`src/rtl/div_sched_pkg.sv`:
```
`default_nettype none
// ============================================================================
//  Module      : div_sched_pkg
//  Description : Shared types and default constants for the divided-clock
//                scheduler: channel state encoding and default geometry.
//  Revision    : 1.0  initial release
// ============================================================================
package div_sched_pkg;

    // Default geometry
    localparam int unsigned c_n_ch_default  = 4;   // number of channels
    localparam int unsigned c_div_w_default = 8;   // divisor width in bits
    localparam int unsigned c_ch_idx_w      = 4;   // width of cfg_ch

    // Per-channel state
    //   OFF  : idle, outputs held low
    //   RUN  : counting with cur_div
    //   PEND : counting with cur_div, pend_div applied at next terminal count
    typedef enum logic [1:0] {
        OFF  = 2'd0,
        RUN  = 2'd1,
        PEND = 2'd2
    } chan_state_e;

endpackage : div_sched_pkg
`default_nettype wire

```
`src/rtl/div_chan.sv`:
```
`default_nettype none
// ============================================================================
//  Module      : div_chan
//  Description : One divided-clock channel. Counts system clocks with the
//                current divisor, emits a one-cycle tick and toggles a square
//                wave at each terminal count. A new divisor is staged in
//                pend_div and only takes over at a terminal count, so the
//                square wave never shows a short or long half-period.
//  Revision    : 1.0  initial release
//
//  Ports
//    clk        in   system clock, rising edge
//    rst        in   synchronous active-high reset
//    i_load     in   accepted configuration request addressed to this channel
//    i_div      in   requested divisor (0 = stop)
//    o_tick     out  registered one-cycle enable pulse
//    o_clk      out  registered divided square wave, period 2*div
//    o_active   out  channel state is not OFF (decoded from state flop)
//    o_pend     out  channel is in PEND (request must be held off)
// ============================================================================
module div_chan
    import div_sched_pkg::*;
#(
    parameter int DIV_W = c_div_w_default
) (
    input  logic             clk,
    input  logic             rst,
    input  logic             i_load,
    input  logic [DIV_W-1:0] i_div,
    output logic             o_tick,
    output logic             o_clk,
    output logic             o_active,
    output logic             o_pend
);

    chan_state_e      r_state_q,    w_state_d;
    logic [DIV_W-1:0] r_cnt_q,      w_cnt_d;
    logic [DIV_W-1:0] r_cur_div_q,  w_cur_div_d;
    logic [DIV_W-1:0] r_pend_div_q, w_pend_div_d;
    logic             r_tick_q,     w_tick_d;
    logic             r_clk_q,      w_clk_d;

    logic [DIV_W-1:0] w_last;
    logic             w_term;

    // Terminal count; cur_div is never 0 outside OFF, where w_term is unused.
    assign w_last = r_cur_div_q - DIV_W'(1);
    assign w_term = (r_cnt_q == w_last);

    always_comb begin
        w_state_d    = r_state_q;
        w_cnt_d      = r_cnt_q;
        w_cur_div_d  = r_cur_div_q;
        w_pend_div_d = r_pend_div_q;
        w_tick_d     = 1'b0;
        w_clk_d      = r_clk_q;

        case (r_state_q)
            OFF: begin
                w_cnt_d = '0;
                w_clk_d = 1'b0;
                if (i_load && (i_div != '0)) begin
                    w_cur_div_d = i_div;
                    w_state_d   = RUN;
                end
            end

            RUN: begin
                if (w_term) begin
                    w_cnt_d  = '0;
                    w_tick_d = 1'b1;
                    w_clk_d  = ~r_clk_q;
                end else begin
                    w_cnt_d = r_cnt_q + DIV_W'(1);
                end
                // A request coinciding with a terminal count still goes to
                // PEND: the old divisor runs one more full period.
                if (i_load) begin
                    w_pend_div_d = i_div;
                    w_state_d    = PEND;
                end
            end

            PEND: begin
                if (w_term) begin
                    w_tick_d    = 1'b1;
                    w_cnt_d     = '0;
                    w_cur_div_d = r_pend_div_q;
                    if (r_pend_div_q == '0) begin
                        // Stop: force the wave low so a low-to-high toggle
                        // here cannot leave a one-cycle runt pulse.
                        w_state_d = OFF;
                        w_clk_d   = 1'b0;
                    end else begin
                        w_state_d = RUN;
                        w_clk_d   = ~r_clk_q;
                    end
                end else begin
                    w_cnt_d = r_cnt_q + DIV_W'(1);
                end
            end

            default: begin
                w_state_d = OFF;
                w_cnt_d   = '0;
                w_clk_d   = 1'b0;
            end
        endcase
    end

    always_ff @(posedge clk) begin
        if (rst) begin
            r_state_q    <= OFF;
            r_cnt_q      <= '0;
            r_cur_div_q  <= '0;
            r_pend_div_q <= '0;
            r_tick_q     <= 1'b0;
            r_clk_q      <= 1'b0;
        end else begin
            r_state_q    <= w_state_d;
            r_cnt_q      <= w_cnt_d;
            r_cur_div_q  <= w_cur_div_d;
            r_pend_div_q <= w_pend_div_d;
            r_tick_q     <= w_tick_d;
            r_clk_q      <= w_clk_d;
        end
    end

    assign o_tick   = r_tick_q;
    assign o_clk    = r_clk_q;
    assign o_active = (r_state_q != OFF);
    assign o_pend   = (r_state_q == PEND);

endmodule : div_chan
`default_nettype wire

```
`src/rtl/div_sched.sv`:
```
`default_nettype none
// ============================================================================
//  Module      : div_sched
//  Description : Array of N_CH independent divided-clock channels sharing one
//                configuration port. Decodes requests to a channel, holds off
//                a channel that already has a change pending, and flags
//                requests to nonexistent channels.
//  Revision    : 1.0  initial release
//
//  Ports
//    clk        in   system clock, rising edge
//    rst        in   synchronous active-high reset
//    cfg_valid  in   configuration request valid
//    cfg_ready  out  request can be accepted this cycle
//    cfg_ch     in   [4]      target channel index
//    cfg_div    in   [DIV_W]  new divisor, 0 disables the channel
//    cfg_err    out  one-cycle pulse: accepted request named a bad channel
//    tick_out   out  [N_CH]   per-channel one-cycle enable pulse
//    clk_out    out  [N_CH]   per-channel divided square wave
//    active     out  [N_CH]   per-channel "not OFF"
// ============================================================================
module div_sched
    import div_sched_pkg::*;
#(
    parameter int N_CH  = c_n_ch_default,
    parameter int DIV_W = c_div_w_default
) (
    input  logic             clk,
    input  logic             rst,
    input  logic             cfg_valid,
    output logic             cfg_ready,
    input  logic [3:0]       cfg_ch,
    input  logic [DIV_W-1:0] cfg_div,
    output logic             cfg_err,
    output logic [N_CH-1:0]  tick_out,
    output logic [N_CH-1:0]  clk_out,
    output logic [N_CH-1:0]  active
);

    localparam logic [4:0] c_n_ch_lim = 5'(N_CH);

    logic [N_CH-1:0] w_pend;
    logic [N_CH-1:0] w_load;
    logic [15:0]     w_pend_pad;
    logic            w_ch_valid;
    logic            w_accept;
    logic            r_cfg_err_q, w_cfg_err_d;

    assign w_ch_valid = ({1'b0, cfg_ch} < c_n_ch_lim);

    // Pad the pending vector to the full index range so any cfg_ch value
    // indexes a real bit; nonexistent channels read as "not pending".
    always_comb begin
        w_pend_pad           = '0;
        w_pend_pad[N_CH-1:0] = w_pend;
    end

    assign cfg_ready = ~(w_ch_valid & w_pend_pad[cfg_ch]);
    assign w_accept  = cfg_valid & cfg_ready;

    assign w_cfg_err_d = w_accept & ~w_ch_valid;

    always_ff @(posedge clk) begin
        if (rst) begin
            r_cfg_err_q <= 1'b0;
        end else begin
            r_cfg_err_q <= w_cfg_err_d;
        end
    end

    assign cfg_err = r_cfg_err_q;

    for (genvar gi = 0; gi < N_CH; gi++) begin : g_chan
        assign w_load[gi] = w_accept & w_ch_valid & (cfg_ch == 4'(gi));

        div_chan #(
            .DIV_W (DIV_W)
        ) u_chan (
            .clk      (clk),
            .rst      (rst),
            .i_load   (w_load[gi]),
            .i_div    (cfg_div),
            .o_tick   (tick_out[gi]),
            .o_clk    (clk_out[gi]),
            .o_active (active[gi]),
            .o_pend   (w_pend[gi])
        );
    end

endmodule : div_sched
`default_nettype wire

```
`config.mk`:
```
export PLATFORM = sky130hd
export DESIGN_NAME = div_sched
export DESIGN_NICKNAME = d
export VERILOG_FILES = /design/src/rtl/div_sched_pkg.sv /design/src/rtl/div_chan.sv /design/src/rtl/div_sched.sv
export SDC_FILE = /design/constraint.sdc
export NUM_CORES = 1
export LEC_CHECK = 0
export ABC_AREA = 1
export CAP_MARGIN = 10
export CORE_AREA = 8 8 123 125
export CTS_CLUSTER_DIAMETER = 150
export CTS_CLUSTER_SIZE = 20
export DETAILED_ROUTE_END_ITERATION = 8
export DIE_AREA = 0 0 131 133
export GPL_TIMING_DRIVEN = 0
export PLACE_DENSITY = 0.68
export SETUP_SLACK_MARGIN = 0.1
export SLEW_MARGIN = 20
export SYNTH_ARGS = -nofsm -noshare
export SYNTH_HDL_FRONTEND = slang
export SYNTH_SLANG_ARGS = --single-unit
```
`constraint.sdc`:
```
create_clock -name clk -period 2.8 [get_ports clk]
set_clock_uncertainty 0.2 [all_clocks]
set_input_delay 0.56 -clock clk [delete_from_list [all_inputs] [get_ports clk]]
set_output_delay 0.56 -clock clk [all_outputs]
set_load 0.01 [all_outputs]
```
# After elaboration in Yosys (flattened, before gate mapping)
# Cells that the tools add are included.
# Widths: inputs -> output; s select.
# op_classes
bitwise_logic,18
mux,54
n_addsub,8
n_lt_le_gt_ge,2
reduce_logical,50
eq_ne,31
# op_table
operator,count
$mux 8,8
$pmux 8 s2,4
$add 8x1->8 const B,4
$eq 8x8->1,4
$logic_not 8->1,4
$sub 8x1->8 const B,4
$mux 2,12
$ne 2x1->1 const B,12
$pmux 2 s3,4
$reduce_and 3->1,8
$mux 1,21
$reduce_and 2->1,8
$reduce_bool 2->1,8
$reduce_or 2->1,8
$reduce_or 3->1,4
$not 1->1,10
$and 1x1->1,8
$eq 2x1->1 const B,4
$eq 2x2->1 const B,4
$eq 4x2->1 const B,2
$logic_not 2->1,4
$ne 2x2->1 const B,4
$pmux 1 s2,4
$reduce_bool 8->1,1
6 further kinds,9
# word_totals
reg_bits,113
output_inout_bits,14
in_bits,15

# Logic depth before layout (Yosys ltp)
# Gate-level depths: netlist (run 1).
# logic_depth
word_depth,11
depth_mapped,17
ltp_nobuf,16

# By module
# Synthesis (run 1) repeated with hierarchy kept, for this count alone.
# hier_totals
hier_cells,1020
area_unflattened_um2,6767.7
# by_module_without_submodules
mod,n_inst,area_per_inst_um2,cells_per_inst
div_chan (g_chan[0].u_chan ...),3,1660.3,249
div_chan (g_chan[3].u_chan),1,1634.1,244
div_sched,1,152.6,29

# Least setup slack after synthesis (run 1)
# No wires, ideal clock.
# synth_path
path_type,register to register
start,reg g_chan[0].u_chan.r_state_q[0]
end,reg g_chan[2].u_chan.r_state_q[1]
arrival_time_ns,1.888
stages_incl_launch_ff,14
path_slack_ns,0.644
synth_period_minus_slack_ns,2.156
cell_sequence,dfxtp_1 inv_1 ha_1 buf_2 inv_2 nand2_1 nand3_1 nor2_2 nor2_4 nand2_4 nor3b_4 buf_6 nand3_2 a21oi_2
# synth_via
elab_chain_cells,11
# synth_rtl
item,line_no,text
from (decl),div_chan.sv:36,"chan_state_e r_state_q, w_state_d;"
from (signal assigned),div_chan.sv:120,r_state_q <= w_state_d;
$eq 2x2->1 *,div_chan.sv:132,assign o_pend = (r_state_q == PEND);
$bmux 1 s4 *,div_sched.sv:58,assign cfg_ready = ~(w_ch_valid & w_pend_pad[cfg_ch]);
$mux 1 (implied by the code) *,div_sched.sv:58,
$and 1x1->1 *,div_sched.sv:58,
$not 1->1 *,div_sched.sv:58,
$and 1x1->1 *,div_sched.sv:59,assign w_accept = cfg_valid & cfg_ready;
$and 1x1->1 * (2 in series),div_sched.sv:74,assign w_load[gi] = w_accept & w_ch_valid & (cfg_ch == 4'(gi));
$logic_and 1x1->1,div_chan.sv:62,if (i_load && (i_div != '0)) begin
$ne 2x1->1 (no source line),--,
$reduce_and 3->1 (no source line) *,--,
to (signal assigned),div_chan.sv:120,
to (decl),div_chan.sv:36,
# Mark *: on every way between the ends. The rest lies on a longest branch, timed or not. The select of a mux whose other input is x is not followed.
# A chain may end at the register's enable or synchronous reset.

# Worst setup path in the final report (run 1)
# layout_path
start,reg g_chan[1].u_chan.r_state_q[0]
end,out active[1]
# layout_via
elab_chain_cells,1
# layout_rtl
item,line_no,text
from (decl),div_chan.sv:36,
from (signal assigned),div_chan.sv:120,
$reduce_bool 2->1,div_chan.sv:131,assign o_active = (r_state_q != OFF);
to (decl),div_sched.sv:37,output logic [N_CH-1:0] active
# Every way passes these cells.

==> flow_metrics.py, run 1 <==
metrics = {
    "outcome": {
        "outcome": "finished clean",
    },
    "global_routing": {
        "grt_pass1_vias": 5582,
        "grt_overflow": 0,
        "globalRouteTotalUtil_pct": 18.86,
        "first_pass_grt_wire_length_um": 26420,
        "pin_count_of_the_biggest_net_entering_global_routing": 17,
        "antenna_found_initial": 0,
    },
    "setup_path": {
        "cp_cell_sequence": "inv_1 -> ha_1 -> inv_1 -> buf_4 -> clkdlybuf4s50_1",
        "worst_setup_path_start_kind": "flip-flop",
        "critPathRequiredTime_ns": 2.04,
        "max_stage_delay_ns": 0.52,
        "setup.reg_to_reg.worst_slack_ns": 0.35,
        "arrival_ns": 1.88,
        "slowest_cell_on_the_critical_path": "clkdlybuf4s50_1",
        "rr_worst_depth": 14,
        "path_class": "flip-flop to output pin",
        "timing.rr.end": "g_chan[2].u_chan.r_cur_div_q[2]",
        "crit_path_max_fanout": 3,
        "worst_path_most_repeated_cell": "inv_1",
        "endpoint_kind": "output pin",
        "worst_reg2reg_startpoint": "g_chan[3].u_chan.r_state_q[0]",
    },
    "final_layout": {
        "syn2layout_area_growth_pct": 17.13,
        "postLayoutCellArea_sq_mm": 0.007587,
        "fillCellCount": 1232,
        "drive_gt1_share_pct": 8.333,
        "fin_nets": 1071,
        "diodes": 0,
    },
    "sta": {
        "finalCriticalPeriod_ns": 2.645,
        "worst_slack_ns": 0.1551,
        "final_min_period_over_clock_period_pct": 94.46,
        "report.final.setup_viol": 0,
        "maxClockFrequency_ghz": 0.3781,
        "finalSetupTns_ns": 0,
        "timing_worst_slew_pin_value_ns": 0.7080,
        "max_slew_margin_pct": 52.80,
        "timing.hold.ws_ns": 0.2693,
        "rsz_0062_raised_after_global_routing": "false",
        "maxSlewViolCount": 0,
        "report.final.hold_viol_count": 0,
    },
    "clock_network": {
        "cts_buffer_depth": 2,
        "cts_htree_levels": 4,
        "cts_root_buffer": "clkbuf_16",
        "numCtsBuffers": 17,
        "clk_pin_slew_worst_paths_ns": 0.05,
        "cts_tree": "yes",
        "number_of_hold_buffers_added_after_cts": 0,
        "insertion_delay_ns": 0.42,
        "cts_num_sinks": 113,
    },
    "floorplan": {
        "height_of_the_die_um": 133,
        "rows": 42,
        "design.die.area_sq_mm": 0.01742,
        "dieWidth_um": 131,
        "design.portCount": 29,
        "initial_utilization_pct": 49.50,
        "core_area_sq_mm": 0.01309,
    },
    "route": {
        "detailedRoute.firstPassIterationCount": 7,
        "drt-vias-per-instance": 4.939,
        "finalWirelength_um": 15480,
        "first_iter_violations": 423,
        "dr_total_vias": 6025,
        "route.detailed.drc": 0,
        "wl_per_cell_um": 12.69,
        "ant_nets": 0,
    },
    "power_and_ir_drop": {
        "worst_ir_drop_vdd_mv": 0.3949,
        "design_power_total_mw": 5.835,
        "power_per_cell_area_mw_per_mm2": 769.0,
        "total_leakage_power_nw": 3.556,
    },
    "synthesis": {
        "syn-instance-count": 980,
        "synth_top_cells_by_area": "dfxtp_1 35%, nand2_1 14%, nor2_1 8.8%",
        "mappedNetlistArea_sq_mm": 0.006477,
        "synth.lib_cells_used.distinct": 38,
        "synthArstFlopShare_pct": 0,
        "yosysWarningCount": 0,
        "ys_ff_latch": 113,
        "synth_largest_area_cell": "dfxtp_1",
        "netlist.area_leader.share_pct": 34.92,
        "post_synth.cell_area_avg_sq_um": 6.610,
        "synth_fp_nets": 1019,
        "yosys_most_used_dff": "dfxtp_1",
        "top_cells_by_count_synth": "245 x nand2_1, 151 x nor2_1, 121 x inv_1, 113 x dfxtp_1, 80 x o21ai_0",
        "synth_most_common_cell": "nand2_1",
        "ys_seq_area_share_pct": 34.92,
        "count_of_flip_flops_with_a_built_in_enable_after_synthesis": 0,
    },
    "placement": {
        "place.port_buffers": 27,
        "gp_routability_congestion": 0.8465,
        "dp_hpwl_um": 11230,
        "pre_cts_ws_ns": -0.2155,
        "detailed_place.area_sq_mm": 0.006968,
    },
    "worst_hold_path": {
        "min_delay_worst_endpoint": "g_chan[2].u_chan.r_cnt_q[0]",
        "timing.hold.worst.start": "g_chan[2].u_chan.r_cnt_q[0]",
        "worstHoldPathCells": 1,
        "hold_class": "flip-flop to flip-flop",
    },
    "flow_run": {
        "max_cap_violations": 0,
    },
}
cell usage in the layout, fill, tap and decap left out, types with 2 or more instances in the layout:
master           count
or2_2                3
nand4_1             23
clkbuf_16           17
nor3_1               7
o21ai_1              3
nor3b_1              2
inv_2                5
a21o_1               2
nand2_2              3
nor2_1             151
dfxtp_1            113
nand3_1             50
ha_1                24
nor2_4               3
xnor2_1             12
clkbuf_1            17
dlygate4sd2_1        3
o21ai_0             80
buf_2                5
inv_1              120
a21oi_1             49
buf_4               19
clkinv_2             5
nor3b_4              2
nand3b_1             2
clkbuf_8             4
xor2_1              23
clkdlybuf4s50_1     23
buf_6                6
nand3_2              7
a21oi_2              4
a211oi_1             2
nand2_1            244
worst max-delay path: cells and delay by family (launching register included):
kind	cells	cell delay, ns
DFF	1	0.37
adders and majority gates	1	0.21
buffers and inverters	4	0.89
routing by layer:
metal / part of all wire [%] / GRT usage, % / up-vias
li1: - / - / 3200
met1: 47 / 23.76 / 2695
met2: 47 / 30.24 / 101
met3: 4.9 / 4.419 / 29
met4: 1.5 / 7.147 / 0
met5: 0 / 0 / -
through the flow:
step / cells / util (%)
5_1_grt: 1220 / 57.98
4_1_cts: 1215 / 57.58
3_5_place_dp: 1183 / 53.25
2_1_floorplan: 980 / -
3_3_place_gp: 1183 / 53.25
6_report: 1220 / 57.98
sequential cells by signal (all words and copies together), names as in the netlist:
signal,cells
g_chan.u_chan.r_cur_div_q,32
g_chan.u_chan.r_state_q,8
g_chan.u_chan.o_clk,4
g_chan.u_chan.r_pend_div_q,32
g_chan.u_chan.r_cnt_q,32
g_chan.u_chan.o_tick,4
cfg_err,1
where the power goes:
group / internal, mW / switching, mW
Clock: 1.30 / 0.726
Sequential: 1.77 / 0.131
Combinational: 0.743 / 1.17
cell families (layout without fill, tap and decap cells):
kind of cell,after synthesis,in the layout,synth area share [%]
flip-flops,113,113,34.92
adder cells (fa/ha/maj),24,24,4.636
XOR/XNOR,35,35,4.732
buffers and inverters,162,226,10.74
AO/OA/AOI/OAI,144,144,11.71
AND/OR/NAND/NOR,502,502,33.26
what timing repair did:
action,4_1_cts,5_1_grt
pin swaps,1,1
setup buffers,1,5
hold endpoints to repair,0,0
setup endpoints to repair,1,16
gates resized for setup,7,5
cloned,0,0
worst max-delay path by stage:
stage | from | endpoint | slack [ns] | cells after the start
final | g_chan[1].u_chan.r_state_q[0] | active[1] | 0.16 | 5
after global routing | g_chan[3].u_chan.r_state_q[0] | cfg_ready | 0.1 | 9
after CTS | g_chan[0].u_chan.r_state_q[0] | cfg_ready | 0.12 | 9
after detailed placement | cfg_ch[0] | g_chan[2].u_chan.r_cur_div_q[2] | -0.22 | 13
after global placement | cfg_ch[0] | g_chan[2].u_chan.r_cur_div_q[2] | -0.21 | 13
after floorplan | g_chan[0].u_chan.r_state_q[0] | g_chan[2].u_chan.r_state_q[1] | 0.64 | 13
layout make-up:
| cell class | count | area, sq um | area share, % |
|---|---|---|---|
| inverter | 125 | 469.2 | 6.184 |
| clock buffer | 25 | 495.5 | 6.530 |
| timing repair buffer | 33 | 314.1 | 4.139 |
| clock inverter | 6 | 55.05 | 0.7256 |
| buffer | 37 | 239.0 | 3.150 |
| tap | 176 | 220.2 | 2.902 |
| multi-input combinational | 705 | 3532 | 46.55 |
| sequential | 113 | 2262 | 29.82 |
No activity file was read; power rests on OpenSTA's default activity.
==> inputs of run 2 (changes only) <==
Settings changed: CORE_AREA 8 8 123 125 to 2 2 117 119, DIE_AREA 0 0 131 133 to 0 0 119 121, PLACE_DENSITY 0.68 to 0.71, REMOVE_ABC_BUFFERS from default to 1.
Clock period 2.8 ns to 2.3 ns, I/O delays scaled along.
==> run 2 against run 1 <==
Cell count increased by 0.66%. The flow now finishes with violations (setup timing). Hold slack got worse by 0.054 ns. Global-route usage increased by 2.9 points. Total power increased by 27%. Sequential share of layout area decreased by 2.2 points. Setup slack got worse by 0.18 ns. Clock power increased by 22%. Largest power group is now combinational cells. Utilization increased by 5.0 points. Critical path depth increased by 10. Non-clock buffer count increased by 4. Routed wire length increased by 2.2%. Count of clock-buffer cells in the layout increased by 1.
==> flow_metrics.py, run 2 (synthesis results as in run 1) <==
metrics = {
    "outcome": {
        "outcome": "complete, but fails checks",
        "violated_checks": "setup timing",
    },
    "setup_path": {
        "arrival_ns": 2.48,
        "endpoint_kind": "flip-flop",
        "critPathRequiredTime_ns": 2.45,
        "worst_setup_path_start_kind": "flip-flop",
        "setup.reg_to_reg.worst_slack_ns": -0.03,
        "worst_path_most_repeated_cell": "buf_6",
        "crit_path_max_fanout": 5,
        "crit_family": "simple AND/OR/NAND/NOR gates",
        "slowest_cell_on_the_critical_path": "dfxtp_2",
        "timing.critical_path.buf_inv": 6,
        "crit_path_end": "g_chan[2].u_chan.r_state_q[1]",
        "rr_worst_depth": 15,
        "timing.rr.end": "g_chan[2].u_chan.r_state_q[1]",
        "path_class": "flip-flop to flip-flop",
        "worstSetupPathDepth": 15,
        "cp_cell_sequence": "inv_2 -> ha_4 -> inv_2 -> nand2_2 -> nand2_2 -> nor2_4 -> buf_6 -> nor2_4 -> nand2_4 -> buf_6 -> nor3b_4 -> buf_6 -> buf_12 -> nand3_4 -> a21oi_2",
        "max_stage_delay_ns": 0.35,
        "crit_start": "g_chan[1].u_chan.r_state_q[0]",
        "worst_reg2reg_startpoint": "g_chan[1].u_chan.r_state_q[0]",
    },
    "power_and_ir_drop": {
        "switching_power_mw": 2.679,
        "pwr-share-comb_pct": 35.3,
        "swShare_pct": 36.17,
        "worst_ir_drop_vdd_mv": 0.5303,
        "power_share_of_the_clock_group_pct": 33.4,
        "internal-power_mw": 4.729,
        "power_per_cell_area_mw_per_mm2": 898.6,
        "total_leakage_power_nw": 3.688,
        "share_seq_of_total_power_pct": 31.3,
    },
    "final_layout": {
        "diodes": 0,
        "layout.cells.most_common_list": "219 x nand2_1, 136 x nor2_1, 103 x inv_1, 103 x dfxtp_1, 57 x o21ai_0",
        "final_core_utilization_pct": 63.00,
        "registers_with_the_most_flip_flops": "g_chan.u_chan.r_cnt_q: 32 flops, g_chan.u_chan.r_cur_div_q: 32 flops, g_chan.u_chan.r_pend_div_q: 32 flops",
        "fillCellCount": 1163,
        "drive_gt1_share_pct": 20.25,
        "syn2layout_area_growth_pct": 27.27,
        "layout.cells.most_common": "nand2_1",
        "fin_nets": 1079,
    },
    "route": {
        "finalWirelength_um": 15820,
        "first_iter_violations": 267,
        "detailedRoute.firstPassIterationCount": 5,
        "dr_total_vias": 6180,
        "route.detailed.drc": 0,
        "drt-vias-per-instance": 5.033,
        "ant_nets": 0,
        "wl_per_cell_um": 12.88,
    },
    "sta": {
        "timing.hold.ws_ns": 0.2151,
        "maxSlewViolCount": 0,
        "timing_worst_slew_pin_value_ns": 0.6047,
        "worst_slack_ns": -0.02610,
        "final_min_period_over_clock_period_pct": 101.1,
        "rsz_0062_raised_after_global_routing": "true",
        "report.final.hold_viol_count": 0,
        "max_slew_margin_pct": 59.62,
        "maxClockFrequency_ghz": 0.4299,
        "report.final.setup_viol": 5,
        "finalCriticalPeriod_ns": 2.326,
    },
    "global_routing": {
        "globalRouteTotalUtil_pct": 21.80,
        "first_pass_grt_wire_length_um": 25160,
        "antenna_found_initial": 0,
        "pin_count_of_the_biggest_net_entering_global_routing": 46,
        "grt_pass1_vias": 5450,
        "grt_overflow": 0,
    },
    "clock_network": {
        "cts_num_sinks": 113,
        "cts_htree_levels": 4,
        "cts_buffer_depth": 2,
        "cts_tree": "yes",
        "numCtsBuffers": 17,
        "cts_root_buffer": "clkbuf_16",
        "insertion_delay_ns": 0.43,
        "clk_pin_slew_worst_paths_ns": 0.05,
    },
    "floorplan": {
        "height_of_the_die_um": 121,
        "rows": 42,
        "design.die.area_sq_mm": 0.01440,
        "core_area_sq_mm": 0.01309,
        "design.portCount": 29,
        "dieWidth_um": 119,
        "initial_utilization_pct": 49.50,
    },
    "placement": {
        "gp_routability_congestion": 0.8361,
        "place.port_buffers": 28,
        "dp_hpwl_um": 9696,
    },
    "worst_hold_path": {
        "worstHoldPathCells": 3,
        "hold_class": "input pin to flip-flop",
    },
    "flow_run": {
        "max_cap_violations": 0,
    },
}
-- run 2: cell type report --
type	instances	area [sq um]	share of cell area, %
Timing Repair Buffer	74	724.4	8.787
Multi-Input combinational cell	709	3984	48.32
Clock buffer	26	499.2	6.056
Inverter	125	486.7	5.904
Sequential cell	113	2277	27.62
Clock inverter	5	52.55	0.6374
Tap cell	176	220.2	2.671
-- run 2: worst reg2reg max path: stages (launching register included) --
cell and delay [ns]:
dfxtp_2 0.35, inv_2 0.06, ha_4 0.16, inv_2 0.06
nand2_2 0.06, nand2_2 0.09, nor2_4 0.05, buf_6 0.11
nor2_4 0.16, nand2_4 0.10, buf_6 0.13, nor3b_4 0.26
buf_6 0.15, buf_12 0.12, nand3_4 0.06, a21oi_2 0.11
-- run 2: what timing repair did --
item / 4_1_cts / 5_1_grt
pin swaps: 18 / 25
setup endpoints to repair: 85 / 101
resized for setup: 66 / 128
setup buffers: 25 / 16
hold buffers: 0 / 0
cloned: 6 / 2
-- run 2: metrics by stage --
step	power [mW]	worst slack [ns]	instance area, sq um	TNS, ns	std cells
finish	7.408	-0.02610	8244	-0.06919	1228
global route	7.942	-0.1504	8244	-2.991	1228
CTS	7.186	-0.02092	7824	-0.06317	1210
detailed placement	4.494	-0.6782	6771	-48.17	1148
global placement	4.457	-1.708	6751	-123.72	1147
floorplan	4.010	-0.02881	6251	-0.4226	943
-- run 2: power by group through the flow --
stage               registers (mW)  clock network, mW  logic, mW
floorplan                     2.31                  0       1.70
global route                  2.34               2.62       2.98
global placement              2.34                  0       2.11
CTS                           2.32               2.51       2.36
finish                        2.32               2.47       2.61
detailed placement            2.35                  0       2.15
-- run 2: worst min path at each step --
stage / from / to / slack, ns
6_report: cfg_div[2] / g_chan[0].u_chan.r_pend_div_q[2] / 0.22
5_1_grt: cfg_div[2] / g_chan[0].u_chan.r_pend_div_q[2] / 0.25
4_1_cts: g_chan[0].u_chan.r_pend_div_q[5] / g_chan[0].u_chan.r_pend_div_q[5] / 0.27
3_5_place_dp: g_chan[0].u_chan.r_pend_div_q[4] / g_chan[0].u_chan.r_pend_div_q[4] / 0.27
3_3_place_gp: g_chan[1].u_chan.r_cnt_q[0] / g_chan[1].u_chan.r_cnt_q[0] / 0.26
2_1_floorplan: g_chan[0].u_chan.r_cnt_q[0] / g_chan[0].u_chan.r_cnt_q[0] / 0.24
-- run 2: routing by layer --
| layer | vias to the layer above | share of wire, % | GRT usage (%) |
|---|---|---|---|
| met5 | - | 0 | 0 |
| met4 | 0 | 1.7 | 8.854 |
| met3 | 24 | 3.8 | 4.981 |
| met2 | 103 | 47 | 35.85 |
| met1 | 2821 | 48 | 27.66 |
| li1 | 3232 | - | - |
==> inputs of run 3 (changes only) <==
--- a/config.mk
+++ b/config.mk
@@ -9,3 +9,3 @@
 export CAP_MARGIN = 10
-export CORE_AREA = 2 2 117 119
+export CORE_AREA = 2 2 112 114
 export CTS_CLUSTER_DIAMETER = 150
@@ -13,5 +13,6 @@
 export DETAILED_ROUTE_END_ITERATION = 8
-export DIE_AREA = 0 0 119 121
+export DIE_AREA = 0 0 114 116
+export GPL_ROUTABILITY_DRIVEN = 0
 export GPL_TIMING_DRIVEN = 0
-export PLACE_DENSITY = 0.71
+export PLACE_DENSITY = 0.76
 export REMOVE_ABC_BUFFERS = 1
==> constraint.sdc (replaced) <==
create_clock -name clk -period 2.3 [get_ports clk]
set_clock_uncertainty 0.2 [all_clocks]
set_input_delay 0.345 -clock clk [delete_from_list [all_inputs] [get_ports clk]]
set_output_delay 0.345 -clock clk [all_outputs]
set_load 0.01 [all_outputs]
==> run 3 against run 2 <==
The flow now finishes without violations. Via count is 2.2% higher. Routed wire length is 1.1% higher. Sequential share of layout area is 0.88 points higher. Total power is 1.7% higher. Register-to-register slack better by 0.16 ns. Critical path depth is 2 lower. Global-route usage is 2.3 points higher. Hold slack better by 0.057 ns. Maximum frequency is 7.5% higher. First-iteration DRC count is 63% higher. Largest cell class unchanged.
==> flow_metrics.py, run 3 (synthesis results as in run 1) <==
metrics = {
    "flow_run": {
        "max_cap_violations": 0,
    },
    "floorplan": {
        "rows": 40,
        "height_of_the_die_um": 116,
        "design.die.area_sq_mm": 0.01322,
        "core_area_sq_mm": 0.01191,
        "dieWidth_um": 114,
        "design.portCount": 29,
        "initial_utilization_pct": 54.38,
    },
    "final_layout": {
        "syn2layout_area_growth_pct": 23.68,
        "fin_nets": 1073,
        "final_core_utilization_pct": 67.26,
        "registers_with_the_most_flip_flops": "g_chan.u_chan.r_cnt_q: 32 flops, g_chan.u_chan.r_cur_div_q: 32 flops, g_chan.u_chan.r_pend_div_q: 32 flops",
        "layout.cells.most_common_list": "231 x nand2_1, 144 x nor2_1, 108 x inv_1",
        "drive_gt1_share_pct": 15.47,
        "layout.cells.most_common": "nand2_1",
        "diodes": 0,
    },
    "setup_path": {
        "endpoint_kind": "flip-flop",
        "worst_setup_path_start_kind": "flip-flop",
        "arrival_ns": 2.25,
        "max_stage_delay_ns": 0.35,
        "worst_reg2reg_startpoint": "g_chan[2].u_chan.r_state_q[0]",
        "path_class": "flip-flop to flip-flop",
        "slowest_cell_on_the_critical_path": "dfxtp_2",
        "crit_path_max_fanout": 7,
        "cp_cell_sequence": "inv_2 -> ha_4 -> inv_2 -> nand3_2 -> nand3_2 -> nor2_4 -> nor2_4 -> nand2_4 -> buf_4 -> o21ai_2 -> nand3_1 -> nand2_1 -> a21oi_2",
        "setup.reg_to_reg.worst_slack_ns": 0.14,
        "rr_worst_depth": 13,
        "timing.rr.end": "g_chan[3].u_chan.r_state_q[1]",
        "critPathRequiredTime_ns": 2.39,
    },
    "clock_network": {
        "cts_htree_levels": 4,
        "clk_pin_slew_worst_paths_ns": 0.05,
        "insertion_delay_ns": 0.42,
        "cts_buffer_depth": 2,
        "number_of_hold_buffers_added_after_cts": 0,
        "cts_tree": "yes",
        "numCtsBuffers": 17,
        "cts_root_buffer": "clkbuf_16",
        "cts_num_sinks": 113,
    },
    "global_routing": {
        "first_pass_grt_wire_length_um": 25700,
        "globalRouteMet3Util_pct": 4.864,
        "grt.met1_usage_pct": 30.65,
        "grt_overflow": 0,
        "antenna_found_initial": 0,
        "grt_pass1_vias": 5749,
        "grt_use_met2_pct": 40.04,
        "globalRouteTotalUtil_pct": 24.06,
        "top_usage_layer": "met2",
        "pin_count_of_the_biggest_net_entering_global_routing": 45,
    },
    "sta": {
        "maxClockFrequency_ghz": 0.4620,
        "report.final.hold_viol_count": 0,
        "report.final.setup_viol": 0,
        "rsz_0062_raised_after_global_routing": "true",
        "maxSlewViolCount": 0,
        "timing_worst_slew_pin_value_ns": 0.5879,
        "max_slew_margin_pct": 60.68,
        "finalCriticalPeriod_ns": 2.164,
        "final_min_period_over_clock_period_pct": 94.11,
    },
    "worst_hold_path": {
        "worstHoldPathCells": 2,
        "min_delay_worst_endpoint": "g_chan[0].u_chan.r_pend_div_q[4]",
        "hold_class": "flip-flop to flip-flop",
        "timing.hold.worst.start": "g_chan[0].u_chan.r_pend_div_q[4]",
    },
    "power_and_ir_drop": {
        "internal-power_mw": 4.832,
        "swShare_pct": 35.90,
        "pwr-share-comb_pct": 34.9,
        "design_power_total_mw": 7.538,
        "worst_ir_drop_vdd_mv": 0.4821,
        "share_seq_of_total_power_pct": 31.0,
        "switching_power_mw": 2.706,
        "power_per_cell_area_mw_per_mm2": 940.9,
        "total_leakage_power_nw": 3.674,
        "power_share_of_the_clock_group_pct": 34.2,
    },
    "outcome": {
        "outcome": "finished clean",
    },
    "route": {
        "route.detailed.drc": 0,
        "finalWirelength_um": 16000,
        "ant_nets": 0,
        "dr_total_vias": 6317,
        "detailedRoute.firstPassIterationCount": 5,
        "wl_per_cell_um": 13.40,
        "first_iter_violations": 436,
        "drt-vias-per-instance": 5.291,
    },
    "placement": {
        "dp_hpwl_um": 9555,
        "place.port_buffers": 28,
    },
}
## run 3: cell count changes in the layout (fill, tap and decap cells not counted), moves of 4 or more
| cell | delta |
|---|---|
| nor2_1 | +8 |
| buf_6 | -8 |
| o21ai_0 | +20 |
| dlygate4sd2_1 | +4 |
| inv_2 | -4 |
| a21oi_2 | -4 |
| o21ai_2 | -15 |
| nor2_2 | -5 |
| inv_1 | +5 |
| nand2_2 | -10 |
| nand2_1 | +12 |
| a21oi_1 | +4 |
| o21ai_1 | -4 |
## run 3: power by group through the flow
stage | Sequential (mW) | Combinational, mW | Clock, mW
detailed placement | 2.35 | 2.15 | 0
CTS | 2.32 | 2.29 | 2.60
floorplan | 2.31 | 1.70 | 0
global route | 2.36 | 2.99 | 2.69
global placement | 2.34 | 2.10 | 0
finish | 2.33 | 2.63 | 2.58
## run 3: layout make-up
| type | instances | area, sq um |
|---|---|---|
| Tap cell | 147 | 183.9 |
| Multi-Input combinational cell | 709 | 3829 |
| Inverter | 125 | 479.2 |
| Timing Repair Buffer | 68 | 654.4 |
| Clock inverter | 4 | 45.04 |
| Sequential cell | 113 | 2283 |
| Clock buffer | 28 | 536.8 |
| Fill cell | 962 | 3900 |
## run 3: metal layers
metal | vias up | part of all wire [%]
met2 | 157 | 48
met4 | 0 | 2.3
li1 | 3223 | -
met1 | 2903 | 45
met5 | - | 0
met3 | 34 | 4.8
## run 3: critical path, delay by kind of cell (launching register included)
family | cells | cell delay (ns)
DFF | 1 | 0.35
and+or+nand+nor | 7 | 0.84
buffers and inverters | 3 | 0.27
AOI/OAI and AO/OA | 2 | 0.19
adders and majority gates | 1 | 0.16
## run 3: worst max-delay path by stage
stage | from | to | slack [ns] | cells past startpoint
floorplan | g_chan[0].u_chan.r_state_q[0] | g_chan[2].u_chan.r_pend_div_q[0] | -0.03 | 11
global placement | rst | g_chan[1].u_chan.r_cnt_q[3] | -1.56 | 4
detailed placement | cfg_ch[0] | g_chan[3].u_chan.r_pend_div_q[4] | -0.55 | 11
CTS | g_chan[0].u_chan.r_state_q[0] | cfg_ready | 0.02 | 8
global route | g_chan[0].u_chan.r_state_q[0] | g_chan[3].u_chan.r_cur_div_q[3] | 0.01 | 12
finish | g_chan[2].u_chan.r_state_q[0] | g_chan[3].u_chan.r_state_q[1] | 0.14 | 13
## run 3: metrics by stage
| stage | setup WS, ns | hold WS (ns) | cell area (sq um) | setup TNS, ns | std cells |
|---|---|---|---|---|---|
| 2_1_floorplan | -0.02881 | 0.2074 | 6251 | -0.4226 | 943 |
| 3_3_place_gp | -1.556 | 0.2565 | 6715 | -109.52 | 1118 |
| 3_5_place_dp | -0.5508 | 0.2638 | 6743 | -40.81 | 1119 |
| 4_1_cts | 0.02015 | 0.2720 | 7607 | 0 | 1169 |
| 5_1_grt | 0.01097 | 0.2846 | 8011 | 0 | 1194 |
| 6_report | 0.1356 | 0.2717 | 8011 | 0 | 1194 |
## run 3: what timing repair did
| action | in CTS | in global routing |
|---|---|---|
| gates cloned | 2 | 4 |
| resized for setup | 41 | 62 |
| setup endpoints to repair | 87 | 93 |
| pin swaps | 9 | 30 |
| setup buffers | 16 | 21 |
